$ cat config.mk
export PLATFORM = sky130hd
export DESIGN_NAME = seq_alu
export DESIGN_NICKNAME = d
export VERILOG_FILES = /design/src/rtl/seq_alu.sv
export SDC_FILE = /design/constraint.sdc
export NUM_CORES = 1
export LEC_CHECK = 0
export ABC_AREA = 1
export CAP_MARGIN = 20
export CELL_PAD_IN_SITES_DETAIL_PLACEMENT = 0
export CELL_PAD_IN_SITES_GLOBAL_PLACEMENT = 1
export CORE_ASPECT_RATIO = 1.1
export CORE_MARGIN = 2
export CORE_UTILIZATION = 46
export CTS_BUF_LIST = sky130_fd_sc_hd__clkbuf_8
export CTS_CLUSTER_DIAMETER = 60
export DETAILED_ROUTE_END_ITERATION = 12
export GPL_ROUTABILITY_DRIVEN = 0
export PLACE_DENSITY = 0.87
export SYNTH_ARGS = -nofsm -noshare
export SYNTH_HDL_FRONTEND = slang
export SYNTH_SLANG_ARGS = --single-unit
$ cat constraint.sdc
create_clock -name clk -period 7.24 [get_ports clk]
set_input_delay 0.724 -clock clk [delete_from_list [all_inputs] [get_ports clk]]
set_output_delay 0.724 -clock clk [all_outputs]
set_load 0.05 [all_outputs]
$ cat src/rtl/seq_alu.sv
// Sequential ALU with a valid/ready request and result handshake.
// Single-cycle ops finish in one cycle; multu and divu run a one-bit-per-cycle loop.
module seq_alu #(
  parameter int WIDTH = 32
) (
  input  logic             clk,
  input  logic             rst_n,
  input  logic             in_valid,
  output logic             in_ready,
  input  logic [WIDTH-1:0] srca,
  input  logic [WIDTH-1:0] srcb,
  input  logic [2:0]       alucontrol,
  output logic             out_valid,
  input  logic             out_ready,
  output logic [WIDTH-1:0] lo,
  output logic [WIDTH-1:0] hi,
  output logic             zero,
  output logic             ovf,
  output logic             err
);

  localparam int CW = $clog2(WIDTH) + 1;

  typedef enum logic [1:0] {IDLE, BUSY, DONE} state_e;
  typedef enum logic [2:0] {
    OP_ADD   = 3'b000,
    OP_SUB   = 3'b001,
    OP_AND   = 3'b010,
    OP_MULTU = 3'b011,
    OP_DIVU  = 3'b100,
    OP_ILL   = 3'b101,
    OP_OR    = 3'b110,
    OP_SLT   = 3'b111
  } op_e;

  state_e          state_q, state_d;
  logic [CW-1:0]   cnt_q, cnt_d;
  logic [WIDTH-1:0] b_q, b_d;
  logic [WIDTH-1:0] lo_q, lo_d;
  logic [WIDTH-1:0] hi_q, hi_d;
  logic            is_div_q, is_div_d;
  logic            zero_q, zero_d;
  logic            ovf_q, ovf_d;
  logic            err_q, err_d;
  logic            accept;

  // {hi,lo} doubles as the iteration register: product/multiplier or remainder/quotient.
  logic [WIDTH:0]   mul_sum;
  logic [WIDTH-1:0] mul_hi, mul_lo;
  logic [WIDTH:0]   div_rem;
  logic [WIDTH-1:0] div_diff, div_hi, div_lo;
  logic             div_ge;
  logic [WIDTH-1:0] sum, diff;

  assign mul_sum  = {1'b0, hi_q} + (lo_q[0] ? {1'b0, b_q} : '0);
  assign mul_hi   = mul_sum[WIDTH:1];
  assign mul_lo   = {mul_sum[0], lo_q[WIDTH-1:1]};

  // Remainder stays below the divisor, so the trial difference fits in WIDTH bits.
  assign div_rem  = {hi_q, lo_q[WIDTH-1]};
  assign div_ge   = div_rem >= {1'b0, b_q};
  assign div_diff = div_rem[WIDTH-1:0] - b_q;
  assign div_hi   = div_ge ? div_diff : div_rem[WIDTH-1:0];
  assign div_lo   = {lo_q[WIDTH-2:0], div_ge};

  assign sum  = srca + srcb;
  assign diff = srca - srcb;

  always_comb begin
    // NOTE: every comb output gets a default first so no path infers a latch.
    state_d  = state_q;
    cnt_d    = cnt_q;
    b_d      = b_q;
    lo_d     = lo_q;
    hi_d     = hi_q;
    is_div_d = is_div_q;
    zero_d   = zero_q;
    ovf_d    = ovf_q;
    err_d    = err_q;
    in_ready = (state_q == IDLE) || ((state_q == DONE) && out_ready);
    accept   = in_valid && in_ready;

    case (state_q)
      BUSY: begin
        lo_d = is_div_q ? div_lo : mul_lo;
        hi_d = is_div_q ? div_hi : mul_hi;
        if (cnt_q == '0) state_d = DONE;
        else             cnt_d   = cnt_q - CW'(1);
      end
      DONE:    if (out_ready) state_d = IDLE;
      default: ;
    endcase

    // Acceptance in DONE overrides the retire-to-IDLE decision above.
    if (accept) begin
      state_d = DONE;
      hi_d    = '0;
      ovf_d   = 1'b0;
      err_d   = 1'b0;
      case (op_e'(alucontrol))
        OP_ADD: begin
          lo_d  = sum;
          ovf_d = (srca[WIDTH-1] == srcb[WIDTH-1]) && (sum[WIDTH-1] != srca[WIDTH-1]);
        end
        OP_SUB: begin
          lo_d  = diff;
          ovf_d = (srca[WIDTH-1] != srcb[WIDTH-1]) && (diff[WIDTH-1] != srca[WIDTH-1]);
        end
        OP_AND: lo_d = srca & srcb;
        OP_OR:  lo_d = srca | srcb;
        OP_SLT: lo_d = {{(WIDTH-1){1'b0}}, ($signed(srca) < $signed(srcb))};
        OP_MULTU: begin
          lo_d     = srca;
          b_d      = srcb;
          cnt_d    = CW'(WIDTH - 1);
          is_div_d = 1'b0;
          state_d  = BUSY;
        end
        OP_DIVU: begin
          if (srcb == '0) begin
            lo_d  = '1;
            hi_d  = srca;
            err_d = 1'b1;
          end else begin
            lo_d     = srca;
            b_d      = srcb;
            cnt_d    = CW'(WIDTH - 1);
            is_div_d = 1'b1;
            state_d  = BUSY;
          end
        end
        default: begin
          lo_d  = '0;
          err_d = 1'b1;
        end
      endcase
    end

    if (state_d == DONE) zero_d = (lo_d == '0);
  end

  // NOTE: sequential state uses non-blocking assignments only; every register,
  // datapath included, is cleared by reset because abort must leave no result.
  always_ff @(posedge clk or negedge rst_n) begin
    if (!rst_n) begin
      state_q  <= IDLE;
      cnt_q    <= '0;
      b_q      <= '0;
      lo_q     <= '0;
      hi_q     <= '0;
      is_div_q <= 1'b0;
      zero_q   <= 1'b0;
      ovf_q    <= 1'b0;
      err_q    <= 1'b0;
    end else begin
      state_q  <= state_d;
      cnt_q    <= cnt_d;
      b_q      <= b_d;
      lo_q     <= lo_d;
      hi_q     <= hi_d;
      is_div_q <= is_div_d;
      zero_q   <= zero_d;
      ovf_q    <= ovf_d;
      err_q    <= err_d;
    end
  end

  assign out_valid = (state_q == DONE);
  assign lo        = lo_q;
  assign hi        = hi_q;
  assign zero      = zero_q;
  assign ovf       = ovf_q;
  assign err       = err_q;

endmodule

==> metrics.txt, run 1 <==
outcome=completed; Hold Buf Count CTS=0; clk sink count=roughly 110; worst path cell trace=clkdlybuf4s50_1 > inv_1 > nand3_1 > nor2_1 > nand2_1 > nor2_1 > nand2_1 > buf_4 > nand2_2 > buf_4 > nand3_1 > nor2_1 > nand2_1 > nor2_1 > nand3_1 > nor2_1 > nand2_1 > nor2_1 > nand3_1 > nand2_1; number of H-tree levels=3; post-CTS setup buffer count=0; Slew HR=between 30% and 40%; Post-Synthesis Cells=about 2.9k; pwr/cell area=344 nW/um^2; root buffer cell=clkbuf_8; post-synth cell types=around 50; Max Cap Viol=0; adder-cell share of the synthesized area=~14%; final-report max-slew violation count=0; Setup TNS=0 ns; CORE AREA=36000 um^2; Switching Share=between 60% and 70%; sequential area share after synthesis=16.2%; clock-pin slew on the worst setup and hold paths=approximately 0.14 ns; CTS Buffer Depth=2; crit path max fanout=74; Final period util=about 57%; largest family of logic cells by synthesized area=simple AND/OR/NAND/NOR gates; Leak Pwr=10.2 nW; CTS tree=yes; vias per cell=between 5 and 6; Critical-path top delay cell=buf_4; Routed WL per cell=slightly below 20 um; vias post-DR=approximately 20k; fin nets=between 3k and 4k; CP Capture Type=register; clk_skew=0.0240 ns; detailed placer's ending HPWL=55900 um; flop2flop setup slack=~3.5 ns; Die Area=roughly 38000 um^2; worst-margin pin slew=between 1 and 1.5 ns; Remaining DRCs=0; Seq pwr share=18.7%; Die X=about 190 um; Internal Power=roughly 2.5 mW; final worst slack=a little over 3 ns; die height=~200 um; fraction of layout cells with a size suffix above 1=approximately 2.6%; P&R area growth vs syn=11.1%; mapped cell area=roughly 17000 um^2; area of the multi-input gates=11700 um^2; RSZ-0062 raised after global routing=false; cell mode on critical path=nor2_1; DR pass1 iterations=8; WS Path Type=input pin to register; Routed WL=around 68000 um; filler cell count=just under 4k; CP Capture Point=zero$_DFFE_PN0N_; grt total ovfl=0; Crit path arrival time=4.55 ns; syn avg cell area=~5.8 um^2; Top FF cell, synth=dfrtp_1; Gate power share=approximately 75%; # setup viols final=0; io pins=between 100 and 150; r2r startpoint=state_q[0]$_DFF_PN0_; Fmax=between 200 and 250 MHz; Clk Latency, worst-skew pair=roughly 0.44 ns; Max VDD drop=0.000222 V; clock power share=6.6%; post_cts resized=0; CTS Buf Count=9; Final ANT Viol Nets=0; Final Hold Fails=0; vias in the first global route=about 18k; Port Buf Inserts=between 100 and 150; CP peak stage delay=0.56 ns; Synth Net Count=3163; share of synthesized registers carrying an async set or reset=between 90% and 100%; mux cell area share after synthesis=0%; Starting Density=between 40% and 50%; Tot GR Track Use=a little over a third; Warnings, synthesis=0; Yosys reg bits=approximately 110; net load switching power=roughly 3.8 mW; type of the most critical hold path=input pin to async pin; CP Launch Type=input pin; CP startpoint=srcb[26]; compound-cell area share of the yosys netlist=approximately 18%; Synth Area in XOR/XNOR=under 10%; reg2reg end=zero$_DFFE_PN0N_; number of antenna violations at the first check in global routing=3; pre-CTS WS=2.70 ns; R2R cell count=17; largest net degree at the start of global routing=75; first-pass GRT wire length=~100000 um; Std-Cell Rows=73; First DRT Iteration DRCs=~2.3k; Reg area=2700 um^2; Worst Path Required=between 7 and 8 ns; Simple-Gate Fraction of Synth Area=between 30 and 40%; post-layout min period=~4.2 ns; number of flops mapped to enable cells by yosys=0
-- metal layers --
layer	global-route usage [%]	up-vias	share of wire [%]
met5	0	-	0
met4	19.2	0	6.0
met3	4.90	189	7.5
met2	57.7	917	45
met1	47.0	9117	41
li1	-	9462	-
-- power groups by stage --
stage	Clock, mW	Sequential, mW	Combinational [mW]
after floorplan	0	1.59	2.88
after global placement	0	1.19	4.63
after detailed placement	0	1.19	4.67
after CTS	0.424	1.18	4.70
after global routing	0.443	1.23	5.25
final	0.419	1.20	4.77
-- metrics by stage --
stage | utilization (%) | hold WS (ns) | cell area [um^2] | instances | total power [mW]
finish | 51.6 | 0.260 | 18600 | 3465 | 6.38
global route | 51.6 | 0.302 | 18600 | 3465 | 6.92
detailed placement | 51.0 | 0.496 | 18300 | 3446 | 5.87
CTS | 51.6 | 0.272 | 18600 | 3462 | 6.30
global placement | 51.0 | 0.482 | 18300 | 3446 | 5.83
floorplan | - | 0.428 | 16700 | 2906 | 4.47
-- synth_stat cells, types with 2 or more instances --
master    number  area [um^2]
a31oi_1        3         18.8
o21bai_1      21          158
inv_2          5         18.8
a32oi_1       19          166
xor2_1        14          123
o22ai_1       20          125
a211oi_1      12         90.1
a21oi_2        2         17.5
o31ai_1        9         67.6
a21o_1         8         60.1
dfrtp_1      108         2700
nor2_2         4         25.0
clkinv_1       3         11.3
buf_1         14         52.6
o32ai_1        2         17.5
nor4_1         2         12.5
o21ai_1        3         15.0
nand4_1       30          188
buf_6          2         22.5
nor3_1        47          235
xnor2_1       15          131
buf_4         12         90.1
o221ai_1       8         70.1
o211ai_1      16          120
and3_1         2         12.5
nand2_1      845         3170
nand3b_1       5         37.5
ha_1         182         2280
a21oi_1      206         1030
nand3_1      249         1250
a22oi_1        2         15.0
nor2_1       261          980
or2_2         22          138
a21boi_0       3         22.5
nand3_2        3         30.0
and2_1         5         31.3
nand2_2        3         18.8
fa_1           4         80.1
inv_1        475         1780
o21ai_0      176          881
o21a_1         5         37.5
clkbuf_1      32          120
buf_2         39          195
-- logic make-up (layout without fill, tap and decap cells) --
kind of cell,Yosys count,after routing
flip-flops,108,108
XOR/XNOR,29,29
adder cells (fa/ha/maj),186,186
AO/OA/AOI/OAI,520,520
AND/OR/NAND/NOR,1480,1480
other,0,3
buffers and inverters,583,652
-- final cells by class --
cell class	count	area share, %
timing repair buffer	153	8.05
clock buffer	9	0.667
sequential	108	14.6
inverter	483	9.76
antenna	3	0.0404
multi-input combinational	2215	63.1
clock inverter	7	0.492
tap	487	3.28
-- cells in the final DEF, fill, tap and decap left out, drive strengths merged, types with 30 or more instances in the layout --
master         count
nand2            848
inv              483
nor2             266
nand3            252
a21oi            208
ha               182
o21ai            180
clkdlybuf4s50    138
dfrtp            108
nor3              47
nand4             30
-- worst min path at each step --
stage | start | endpoint | slack [ns] | cells past startpoint
finish | rst_n | hi[30]$_DFFE_PN0P_ | 0.26 | 1
global route | rst_n | hi[30]$_DFFE_PN0P_ | 0.30 | 1
CTS | rst_n | hi[30]$_DFFE_PN0P_ | 0.27 | 1
detailed placement | zero$_DFFE_PN0N_ | zero$_DFFE_PN0N_ | 0.50 | 2
global placement | ovf$_DFFE_PN0P_ | ovf$_DFFE_PN0P_ | 0.48 | 2
floorplan | rst_n | b_q[0]$_DFFE_PN0P_ | 0.43 | 0
-- state kept, by name (all words and copies together) (netlist names) --
name	cells
b_q	32
cnt_q	6
err	1
hi	32
is_div_q	1
lo	32
ovf	1
state_q	2
zero	1
-- critical path, delay by kind of cell --
family        cells  cell delay [ns]
buf+inv           4             1.59
simple gates     16             2.21
No activity file was read; power rests on OpenSTA's default activity.
==> run 2, diff against run 1 <==
--- a/config.mk
+++ b/config.mk
@@ -11,12 +11,12 @@
 export CELL_PAD_IN_SITES_GLOBAL_PLACEMENT = 1
 export CORE_ASPECT_RATIO = 1.1
 export CORE_MARGIN = 2
-export CORE_UTILIZATION = 46
+export CORE_UTILIZATION = 38
 export CTS_BUF_LIST = sky130_fd_sc_hd__clkbuf_8
 export CTS_CLUSTER_DIAMETER = 60
 export DETAILED_ROUTE_END_ITERATION = 12
 export GPL_ROUTABILITY_DRIVEN = 0
-export PLACE_DENSITY = 0.87
+export PLACE_DENSITY = 0.77
 export SYNTH_ARGS = -nofsm -noshare
 export SYNTH_HDL_FRONTEND = slang
 export SYNTH_SLANG_ARGS = --single-unit
==> constraint.sdc (replaced) <==
create_clock -name clk -period 3.8 [get_ports clk]
set_input_delay 0.38 -clock clk [delete_from_list [all_inputs] [get_ports clk]]
set_output_delay 0.38 -clock clk [all_outputs]
set_load 0.05 [all_outputs]
==> metrics.txt, run 2 (synthesis gave the netlist of run 1 again) <==
post-CTS setup buffer count=0; Die Area=between 40000 and 50000 um^2; final worst slack=between 0.4 and 0.5 ns; Die X=between 200 and 250 um; vias post-DR=roughly 20k; WS Path Type=input pin to register; Seq pwr share=17.8%; Fmax=302 MHz; violated checks=negative hold slack; # setup viols final=0; area of the multi-input gates=between 10000 and 15000 um^2; Clk Latency, worst-skew pair=about 0.43 ns; root buffer cell=clkbuf_8; CTS Buffer Depth=2; detailed placer's ending HPWL=60000 um; post_cts resized=0; first-pass GRT wire length=between 100000 and 150000 um; Hold Buf Count CTS=0; Worst Path Required=around 4.2 ns; DR pass1 iterations=6; pre-CTS WS=0.0929 ns; First DRT Iteration DRCs=between 1.5k and 2k; die height=about 220 um; Reg area=between 2000 and 3000 um^2; antenna diode count=0; placed cell count=roughly 3.6k; grt total ovfl=0; clock-pin slew on the worst setup and hold paths=0.14 ns; Remaining DRCs=0; filler cell count=approximately 4.8k; outcome=finished with violations; largest net degree at the start of global routing=74; number of antenna violations at the first check in global routing=1; Internal Power=5.15 mW; type of the most critical hold path=input pin to async pin; fraction of layout cells with a size suffix above 1=under 10%; Total Power=roughly 13 mW; P&R area growth vs syn=16.3%; vias in the first global route=18.9k; Gate power share=between 70% and 80%; Switching Share=between 50% and 60%; fin nets=between 3k and 4k; Leak Pwr=around 11 nW; crit path max fanout=9; Std-Cell Rows=80; pwr/cell area=~650 nW/um^2; CORE AREA=approximately 43000 um^2; Routed WL=between 70000 and 80000 um; clock power share=between 6 and 7%; most common cell after layout, fill and taps aside=nand2_1; CP Launch Type=input pin; Routed WL per cell=19.8 um; number of H-tree levels=3; commonest non-fill, non-tap cells in the layout=842 x nand2_1, 474 x inv_1, 259 x nor2_1; CTS Buf Count=9; Slew HR=roughly 34%; vias per cell=around 5.5; net load switching power=7.50 mW; RSZ-0062 raised after global routing=false; Final Hold Fails=1; Setup TNS=0 ns; CTS tree=yes; Starting Density=38.5%; Crit path arrival time=~3.7 ns; io pins=between 100 and 150; Port Buf Inserts=between 100 and 150; Tot GR Track Use=31.1%; Max Cap Viol=0; clk sink count=about 110; Max VDD drop=0.000377 V; clk_skew=slightly above 0.03 ns; final-report max-slew violation count=0; post-layout min period=~3.3 ns; final cell count without fillers=~3.6k; R2R cell count=16; Hold Slack=-0.00372 ns; Final period util=between 80% and 90%; CP Capture Type=register; worst-margin pin slew=0.997 ns; Final ANT Viol Nets=0
==> run 2: cell count changes in the layout (fill, tap and decap cells not counted), sizes merged <==
cell / delta
buf: +95
diode: -3
==> run 2: layout make-up <==
| class | instances | area share, % |
|---|---|---|
| inverter | 483 | 9.33 |
| clock buffer | 9 | 0.637 |
| multi-input combinational | 2215 | 60.3 |
| tap | 574 | 3.70 |
| timing repair buffer | 248 | 11.6 |
| clock inverter | 7 | 0.470 |
| sequential | 108 | 13.9 |
==> run 2: path summary, 6_finish.rpt <==
path	from	end	slack, ns
max in group asynchronous	rst_n	lo[21]$_DFF_PN0_	2.85
min in group clk	ovf$_DFFE_PN0P_	ovf$_DFFE_PN0P_	0.52
worst max register to register	lo[31]$_DFF_PN0_	hi[22]$_DFFE_PN0P_	0.49
worst min register to register	ovf$_DFFE_PN0P_	ovf$_DFFE_PN0P_	0.52
worst min-delay path	rst_n	cnt_q[3]$_DFF_PN0_	-0.004
worst max-delay path	srca[9]	zero$_DFFE_PN0N_	0.49
==> run 2: per-stage QoR <==
| step | utilization (%) | instance area, um^2 |
|---|---|---|
| 2_1_floorplan | - | 16700 |
| 3_3_place_gp | 44.2 | 19200 |
| 3_5_place_dp | 44.2 | 19200 |
| 4_1_cts | 44.7 | 19400 |
| 5_1_grt | 44.7 | 19400 |
| 6_report | 44.7 | 19400 |
==> run 2: power groups by stage <==
stage / Clock (mW) / Sequential, mW / Combinational [mW]
after floorplan: 0 / 3.02 / 5.49
after global placement: 0 / 2.26 / 9.39
after detailed placement: 0 / 2.26 / 9.46
after CTS: 0.814 / 2.23 / 9.52
after global routing: 0.846 / 2.31 / 10.5
final: 0.782 / 2.26 / 9.61
==> run 2: routing by layer <==
metal / part of all wire, % / wire, um / track usage (%) / vias to the layer above
met4: 5.9 / 4270 / 17.5 / 2
met1: 42 / 30400 / 40.4 / 9185
li1: - / - / - / 9669
met5: 0.018 / 13 / 0 / -
met3: 6.7 / 4810 / 2.97 / 153
met2: 45 / 32500 / 50.5 / 867
==> run 2: worst max-delay path: stages <==
cell and delay (ns):
clkdlybuf4s50_1 0.61, inv_1 0.12, ha_1 0.51, nand2_1 0.16, nor2_1 0.25, inv_1 0.09
nor2_1 0.20, nand2_1 0.10, nand2_1 0.16, nand2_1 0.08, nand3_1 0.08, nand3_1 0.21
nand2_1 0.12, nand2_1 0.10, nor2_1 0.11, nand2_1 0.06, nor2_1 0.08, nand2_1 0.05
nor2_1 0.08, nand3_1 0.07, nand2_1 0.06
==> run 3, diff against run 2 <==
--- a/config.mk
+++ b/config.mk
@@ -14,6 +14,7 @@
 export CORE_UTILIZATION = 38
 export CTS_BUF_LIST = sky130_fd_sc_hd__clkbuf_8
 export CTS_CLUSTER_DIAMETER = 60
+export CTS_CLUSTER_SIZE = 28
 export DETAILED_ROUTE_END_ITERATION = 12
 export GPL_ROUTABILITY_DRIVEN = 0
 export PLACE_DENSITY = 0.77
==> constraint.sdc (replaced) <==
create_clock -name clk -period 3.8 [get_ports clk]
set_input_delay 0.38 -clock clk [delete_from_list [all_inputs] [get_ports clk]]
set_output_delay 0.38 -clock clk [all_outputs]
set_load 0.02 [all_outputs]
==> results of run 3 <==
The final DEF is identical to that of run 2. Status: finished with violations: negative hold slack.
Among the figures that moved: total power 12.6 mW -> 12.0 mW
